File: config.mk
export PLATFORM = sky130hd
export DESIGN_NAME = cap_stream_bridge
export DESIGN_NICKNAME = d
export VERILOG_FILES = /design/src/rtl/cap_stream_bridge.sv
export SDC_FILE = /design/constraint.sdc
export NUM_CORES = 1
export LEC_CHECK = 0
export ABC_CLOCK_PERIOD_IN_PS = 4100
export CAP_MARGIN = 0
export CELL_PAD_IN_SITES_DETAIL_PLACEMENT = 1
export CELL_PAD_IN_SITES_GLOBAL_PLACEMENT = 1
export CORE_UTILIZATION = 39
export DETAILED_ROUTE_END_ITERATION = 12
export GPL_TIMING_DRIVEN = 0
export PLACE_DENSITY_LB_ADDON = 0.1
export SLEW_MARGIN = 15
export SYNTH_ARGS = -nofsm -noshare
export SYNTH_HDL_FRONTEND = slang
export SYNTH_SLANG_ARGS = --single-unit
File: constraint.sdc
create_clock -name clk -period 4.1 [get_ports clk]
set_clock_uncertainty 0.1 [all_clocks]
set_input_delay 0.615 -clock clk [delete_from_list [all_inputs] [get_ports clk]]
set_output_delay 0.615 -clock clk [all_outputs]
set_load 0.005 [all_outputs]
File: src/rtl/cap_stream_bridge.sv
// cap_stream_bridge
//   Stream-side transmitter/receiver around the packed-lane filter wrapper.
//   Collects NUM pixels from a valid/ready source into the packed `flow` word,
//   fires a one-cycle `enable`, waits for the filter's `ready`, captures
//   `result`, and drains it highest lane first to a valid/ready sink.
//
// Optional feature macro: CAP_WDOG_EN
//   When defined, a watchdog aborts a WAIT that lasts TIMEOUT cycles without
//   `ready`, pulses `clear` and sets the sticky `err` flag. When undefined,
//   `err` is tied 0 and WAIT lasts until `ready`.
//
// Ports
//   clk, areset          clock (rising edge), asynchronous active-high reset
//   s_valid/s_ready/s_data   input pixel stream
//   m_valid/m_ready/m_data   output pixel stream
//   flush                synchronous batch abort (priority over handshakes)
//   cfg_mode/omega/epsilon   filter configuration, latched on last input pixel
//   flow, mode, omega, epsilon, enable, clear   to filter wrapper
//   result, ready        from filter wrapper
//   err                  sticky watchdog error

module cap_stream_bridge #(
    parameter int unsigned SIZE    = 3,
    parameter int unsigned NUM     = 4,
    parameter int unsigned TIMEOUT = 1024
) (
    input  logic                          clk,
    input  logic                          areset,
    input  logic                          s_valid,
    output logic                          s_ready,
    input  logic [(1<<SIZE)-1:0]          s_data,
    output logic                          m_valid,
    input  logic                          m_ready,
    output logic [(1<<SIZE)-1:0]          m_data,
    input  logic                          flush,
    input  logic [1:0]                    cfg_mode,
    input  logic [(1<<SIZE)-1:0]          cfg_omega,
    input  logic [(1<<SIZE)-1:0]          cfg_epsilon,
    output logic [NUM*(1<<SIZE)-1:0]      flow,
    output logic [1:0]                    mode,
    output logic [(1<<SIZE)-1:0]          omega,
    output logic [(1<<SIZE)-1:0]          epsilon,
    output logic                          enable,
    output logic                          clear,
    input  logic [NUM*(1<<SIZE)-1:0]      result,
    input  logic                          ready,
    output logic                          err
);

    localparam int unsigned W    = 1 << SIZE;
    localparam int unsigned CntW = (NUM > 1) ? $clog2(NUM) : 1;

    typedef enum logic [1:0] {
        StFill,
        StFire,
        StWait,
        StDrain
    } state_e;

    state_e              state_q, state_d;
    logic [CntW-1:0]     cnt_q, cnt_d;
    logic [NUM*W-1:0]    flow_q, flow_d;
    logic [NUM*W-1:0]    res_q, res_d;
    logic [1:0]          mode_q, mode_d;
    logic [W-1:0]        omega_q, omega_d;
    logic [W-1:0]        epsilon_q, epsilon_d;
    logic                clear_q, clear_d;
    logic [CntW-1:0]     lane_idx;

`ifdef CAP_WDOG_EN
    localparam int unsigned WdogW = $clog2(TIMEOUT + 1);
    logic [WdogW-1:0]    wdog_q, wdog_d;
    logic                err_q, err_d;
`else
    logic                unused_timeout;
    assign unused_timeout = ^TIMEOUT;
`endif

    // Highest lane leaves first.
    assign lane_idx = CntW'(NUM - 1) - cnt_q;

    always_comb begin
        state_d   = state_q;
        cnt_d     = cnt_q;
        flow_d    = flow_q;
        res_d     = res_q;
        mode_d    = mode_q;
        omega_d   = omega_q;
        epsilon_d = epsilon_q;
        clear_d   = 1'b0;
`ifdef CAP_WDOG_EN
        wdog_d    = '0;
        err_d     = err_q;
`endif
        if (flush) begin
            // Abort wins over any accept/transfer; flow and config are kept.
            state_d = StFill;
            cnt_d   = '0;
            clear_d = 1'b1;
        end else begin
            unique case (state_q)
                StFill: begin
                    if (s_valid) begin
                        flow_d[cnt_q*W +: W] = s_data;
                        if (cnt_q == CntW'(NUM - 1)) begin
                            mode_d    = cfg_mode;
                            omega_d   = cfg_omega;
                            epsilon_d = cfg_epsilon;
                            cnt_d     = '0;
                            state_d   = StFire;
                        end else begin
                            cnt_d = cnt_q + CntW'(1);
                        end
                    end
                end
                StFire: begin
                    state_d = StWait;
                end
                StWait: begin
                    if (ready) begin
                        res_d   = result;
                        state_d = StDrain;
                    end
`ifdef CAP_WDOG_EN
                    // ready on the limit cycle still wins (checked above).
                    else if (wdog_q == WdogW'(TIMEOUT - 1)) begin
                        clear_d = 1'b1;
                        err_d   = 1'b1;
                        state_d = StFill;
                    end else begin
                        wdog_d = wdog_q + WdogW'(1);
                    end
`endif
                end
                StDrain: begin
                    if (m_ready) begin
                        if (cnt_q == CntW'(NUM - 1)) begin
                            cnt_d   = '0;
                            state_d = StFill;
                        end else begin
                            cnt_d = cnt_q + CntW'(1);
                        end
                    end
                end
                default: begin
                    state_d = StFill;
                    cnt_d   = '0;
                end
            endcase
        end
    end

    always_ff @(posedge clk or posedge areset) begin
        if (areset) begin
            state_q   <= StFill;
            cnt_q     <= '0;
            flow_q    <= '0;
            res_q     <= '0;
            mode_q    <= '0;
            omega_q   <= '0;
            epsilon_q <= '0;
            clear_q   <= 1'b0;
        end else begin
            state_q   <= state_d;
            cnt_q     <= cnt_d;
            flow_q    <= flow_d;
            res_q     <= res_d;
            mode_q    <= mode_d;
            omega_q   <= omega_d;
            epsilon_q <= epsilon_d;
            clear_q   <= clear_d;
        end
    end

`ifdef CAP_WDOG_EN
    always_ff @(posedge clk or posedge areset) begin
        if (areset) begin
            wdog_q <= '0;
            err_q  <= 1'b0;
        end else begin
            wdog_q <= wdog_d;
            err_q  <= err_d;
        end
    end
    assign err = err_q;
`else
    assign err = 1'b0;
`endif

    // Input is refused during reset and on a flush cycle so the handshake
    // never reports a pixel that the abort discards.
    assign s_ready = (state_q == StFill) && !areset && !flush;
    assign m_valid = (state_q == StDrain);
    assign m_data  = m_valid ? res_q[lane_idx*W +: W] : '0;
    assign enable  = (state_q == StFire);
    assign clear   = clear_q;
    assign flow    = flow_q;
    assign mode    = mode_q;
    assign omega   = omega_q;
    assign epsilon = epsilon_q;

endmodule

# Yosys cells after proc, flatten, opt, wreduce, memory -nomap -nowiden
# Cells that the tools add are included.
classes:
  add_sub_neg: 3
  n_eq_ne: 9
  n_shift: 3
  mux: 15
  bitwise: 1
  reduce_logical: 11
ops:
  columns: ["op", "n"]
  rows:
  - ["5-bit negator with 34-bit output", 1]
  - ["8-bit by 34-bit variable shift with 32-bit output (first input constant)", 1]
  - ["8-bit by 34-bit variable part select with 32-bit output", 1]
  - ["32-bit bitwise mux", 1]
  - ["32-bit by 6-bit variable part select with 8-bit output", 1]
  - ["2-bit 2-to-1 mux", 10]
  - ["3-bit inequality test (second input constant)", 3]
  - ["3-bit AND reduction", 3]
  - ["8-bit 2-to-1 mux", 1]
  - ["2-bit one-hot mux with 4 select lines", 1]
  - ["2-bit equality test (second input constant)", 3]
  - ["3-bit by 1-bit inequality test with 1-bit output (second input constant)", 2]
  - ["5-bit AND reduction", 1]
  - ["2-bit one-hot mux with 2 select lines", 1]
  - ["4-bit AND reduction", 1]
  - ["3-bit nonzero test", 1]
  - ["2-bit by 1-bit adder with 2-bit output (second input constant)", 1]
  - ["2-bit by 1-bit equality test with 1-bit output (second input constant)", 1]
  - ["1-bit logical AND", 2]
  - ["1-bit zero test", 2]
  - ["2-bit zero test", 1]
  - ["2-bit subtractor (first input constant)", 1]
  - ["1-bit 2-to-1 mux", 1]
  - ["1-bit NOT", 1]
word_totals:
  reg_bits: 87
  inputBits: 64
  out_inout_bits: 63
  wordCells: 50

# Depth between registers and ports, before layout
logic_depth:
  depth_word: 5
  depth_mapped: 8
  mapped_depth_nobuf: 5

# Least setup slack after synthesis
# No wires, ideal clock.
synth_timing:
  kind: "register to output"
  startpoint: "register cnt_q[0]"
  endpoint: "output m_data[1]"
  t_arrival_ps: 1284
  t_required_ps: 3385
  path_slack_ps: 2101
  stages_incl_launch_ff: 4
  path_buffers: 1
  cell_sequence: "dfrtp_1 > buf_6 > mux4_2 > and2_1"
synth_between:
  elab_chain_len: 3
synth_lines:
  columns: ["element", "line", "text"]
  rows:
  - ["start, declared", "61", "logic [CntW-1:0] cnt_q, cnt_d;"]
  - ["start signal, assigned", "165", "cnt_q <= cnt_d;"]
  - ["2-bit subtractor", "80", "assign lane_idx = CntW'(NUM - 1) - cnt_q;"]
  - ["32-bit by 6-bit variable part select with 8-bit output", "194", "assign m_data = m_valid ? res_q[lane_idx*W +: W] : '0;"]
  - ["8-bit 2-to-1 mux", "194", null]
  - ["end, declared", "34", "output logic [(1<<SIZE)-1:0] m_data,"]
# No other way between the ends.

# Worst setup path in the final report
layout_timing:
  startpoint: "register cnt_q[1]"
  endpoint: "output m_data[5]"
# The elaborated chain is that of the path after synthesis.

==> results.json <==
{
  "slew_headroom_pct": 57.1,
  "slew_viol_final": 0,
  "die_h_um": 101,
  "synthFlopType": "dfrtp_1",
  "syn2layout_area_growth_pct": 43.3,
  "cp-end-kind": "output port",
  "clkLatencyLatePin_ps": 350,
  "clk_path_buf_depth": 2,
  "ctsResizeCount": 0,
  "htree_levels": 3,
  "rsz0062_at_grt": "no",
  "cts_hold_buf": 0,
  "netlist_area_mm2": 0.00384,
  "critPathLaunch": "cnt_q[1]$_DFFE_PP0P_",
  "synth_edf_count": 0,
  "nFillCells": 969,
  "ys_warn_count": 0,
  "ir_worst_vdd_uv": 263,
  "setup_viol": 0,
  "power.total_mw": 2.66,
  "initial_core_util_pct": 40.9,
  "core_area_mm2": 0.00937,
  "crit_type": "reg -> out",
  "final_net_count": 496,
  "drt_iter0_markers": 61,
  "cts_root_buf": "clkbuf_8",
  "endpoint": "m_data[5]",
  "r2r_cells": 6,
  "p_leak_nw": 2.44,
  "r2r-end": "flow[13]$_DFFE_PP0P_",
  "hold_violations": 0,
  "drv_cap": 0,
  "grt_start_max_net_pins": 45,
  "synth_fp_nets": 359,
  "drt_wl_total_um": 8980,
  "die_area_mm2": 0.0102,
  "status": "finished clean",
  "pin_count": 127,
  "power.density_mw_per_mm2": 485,
  "std_cell_rows": 35,
  "final-seq-area_mm2": 0.00218,
  "r2r_slack_ps": 1650,
  "cp.arrival_ps": 2260,
  "ys_seq_area_share_pct": 56.7,
  "num_antenna_cells": 0,
  "synth.distinct_cells": 32,
  "fin_crit_ps": 2970,
  "finalCritPeriodShare_pct": 72.5,
  "fmax_mhz": 336,
  "synthTopCellsByArea": "dfrtp_1, mux2_2, nand2_1, mux4_2, ha_1",
  "place.detailed.hpwl_um": 6780,
  "drc": 0,
  "vias": 2711,
  "wl_per_cell_um": 16.1,
  "cts_tree": "yes",
  "cp_cell_sequence": "clkbuf_1, mux4_2, and2_1, clkdlybuf4s50_1",
  "synth_top_area_share_pct": 56.7,
  "avgSynthCellArea_um2": 13.5,
  "grt_first_pass_wirelength_um": 14700,
  "grt-ovfl-total": 0,
  "grt_usage_pct": 19.0,
  "port_buffers": 125,
  "ys_seq_elements": 87,
  "hold_path.class": "reg -> reg",
  "dr.pass1.iters": 4,
  "drive_above_1_share_pct": 22.0,
  "crit_path_max_incr_delay_ps": 510,
  "async_flop_share_pct": 100,
  "grt_pass1_vias": 2945,
  "critPathLaunchType": "flop",
  "antenna_found_initial": 0,
  "clk_pin_slew_worst_paths_ps": 80,
  "tightestPinTransition_ps": 643,
  "crit_slowest_cell": "clkbuf_1",
  "required_ps": 3380,
  "timing.hold.ws_ps": 394,
  "numCtsBuffers": 9,
  "cts_sinks": 87,
  "multiInputGateArea_mm2": 0.00155,
  "vias_per_cell": 4.88,
  "drt.antenna.violating_nets": 0,
  "cts_setup_buffers": 0,
  "place.gp.congestion": 0.770,
  "r2r-start": "cnt_q[1]$_DFFE_PP0P_",
  "synth_cells": 285,
  "dieWidth_um": 101,
  "synth_top_cell_by_area": "dfrtp_1",
  "crit_fanout": 9
}
-- cell families (layout without fill, tap and decap cells) --
| kind of cell | Yosys count | count (layout) | synth area share, % |
|---|---|---|---|
| muxes | 63 | 63 | 21.1 |
| and+or+nand+nor | 68 | 68 | 9.94 |
| adders and majority gates | 10 | 10 | 3.26 |
| buffers and inverters | 21 | 163 | 2.84 |
| other | 1 | 1 | 0.0977 |
| DFF | 87 | 87 | 56.7 |
| AOI/OAI and AO/OA | 35 | 35 | 6.06 |
-- registers in the layout, summed over array words and instances, names as in the netlist --
| signal | flops |
|---|---|
| flow | 32 |
| res_q | 32 |
| epsilon | 8 |
| omega | 8 |
| cnt_q | 2 |
| mode | 2 |
| state_q | 2 |
| clear | 1 |
-- cells in the final DEF (no fill, tap or decap), drive strengths merged, types with 10 or more instances in the layout --
cell           Yosys  final
clkdlybuf4s50      0    125
nand2             40     40
mux2              53     53
a22o              12     12
clkbuf             2     14
o21ai             20     20
ha                10     10
dfrtp             87     87
buf               13     14
-- routing by layer --
layer	vias up	part of all wire (%)	track usage (%)
met5	-	0	0
met3	11	4.7	3.45
met2	77	51	33.6
met1	1353	43	23.5
met4	0	1.3	6.35
li1	1270	-	-
-- how the worst min path moves through the flow --
| stage | from | end | slack [ps] | depth (start not counted) |
|---|---|---|---|---|
| after floorplan | res_q[16]$_DFFE_PP0P_ | res_q[16]$_DFFE_PP0P_ | 370 | 1 |
| after global placement | flow[0]$_DFFE_PP0P_ | flow[0]$_DFFE_PP0P_ | 370 | 2 |
| after detailed placement | flow[17]$_DFFE_PP0P_ | flow[17]$_DFFE_PP0P_ | 380 | 2 |
| after CTS | flow[20]$_DFFE_PP0P_ | flow[20]$_DFFE_PP0P_ | 400 | 2 |
| after global routing | flow[23]$_DFFE_PP0P_ | flow[23]$_DFFE_PP0P_ | 420 | 2 |
| final | flow[20]$_DFFE_PP0P_ | flow[20]$_DFFE_PP0P_ | 390 | 2 |
-- synthesized netlist by cell type, types with 2 or more instances --
master / count
mux4_2: 6
nand4b_1: 4
o21ai_0: 12
ha_1: 10
o21ai_1: 8
nand2b_1: 5
buf_2: 9
nor2_1: 3
nor3b_2: 2
mux2_2: 50
mux2_1: 2
dfrtp_1: 87
nand2_1: 40
a22o_1: 12
buf_4: 3
mux2i_1: 2
and2_1: 8
clkbuf_1: 2
mux4_1: 2
inv_1: 6
-- critical path: cells and delay by family (launching register included) --
family                 cells  cell delay [ps]
buffers and inverters      2              950
flip-flops                 1              370
AND/OR/NAND/NOR            1              190
multiplexers               1              400
-- where the power goes --
| group | total [mW] | internal (mW) | leakage, nW | switching, mW |
|---|---|---|---|---|
| Combinational | 0.828 | 0.539 | 1.16 | 0.289 |
| Sequential | 1.21 | 1.08 | 1.18 | 0.120 |
| Clock | 0.631 | 0.332 | 0.101 | 0.300 |
-- through the flow --
| step | setup TNS, ps | cell area (um^2) | worst slack [ps] | std cells | utilization [%] |
|---|---|---|---|---|---|
| after global placement | -30060 | 5250 | -350 | 539 | 56.0 |
| after detailed placement | 0 | 5280 | 1310 | 540 | 56.3 |
| after CTS | 0 | 5500 | 1080 | 556 | 58.7 |
| after floorplan | 0 | 3840 | 1130 | 285 | - |
| final | 0 | 5500 | 1130 | 556 | 58.7 |
| after global routing | 0 | 5500 | 1010 | 556 | 58.7 |
-- area by class of cell --
class	instances	share of cell area, %
Buffer	15	1.57
Clock buffer	12	3.00
Clock inverter	4	0.956
Inverter	6	0.455
Multi-Input combinational cell	177	28.2
Sequential cell	87	39.6
Tap cell	129	2.94
Timing Repair Buffer	126	23.3
Note: power is estimated with default switching activity, not from simulation.
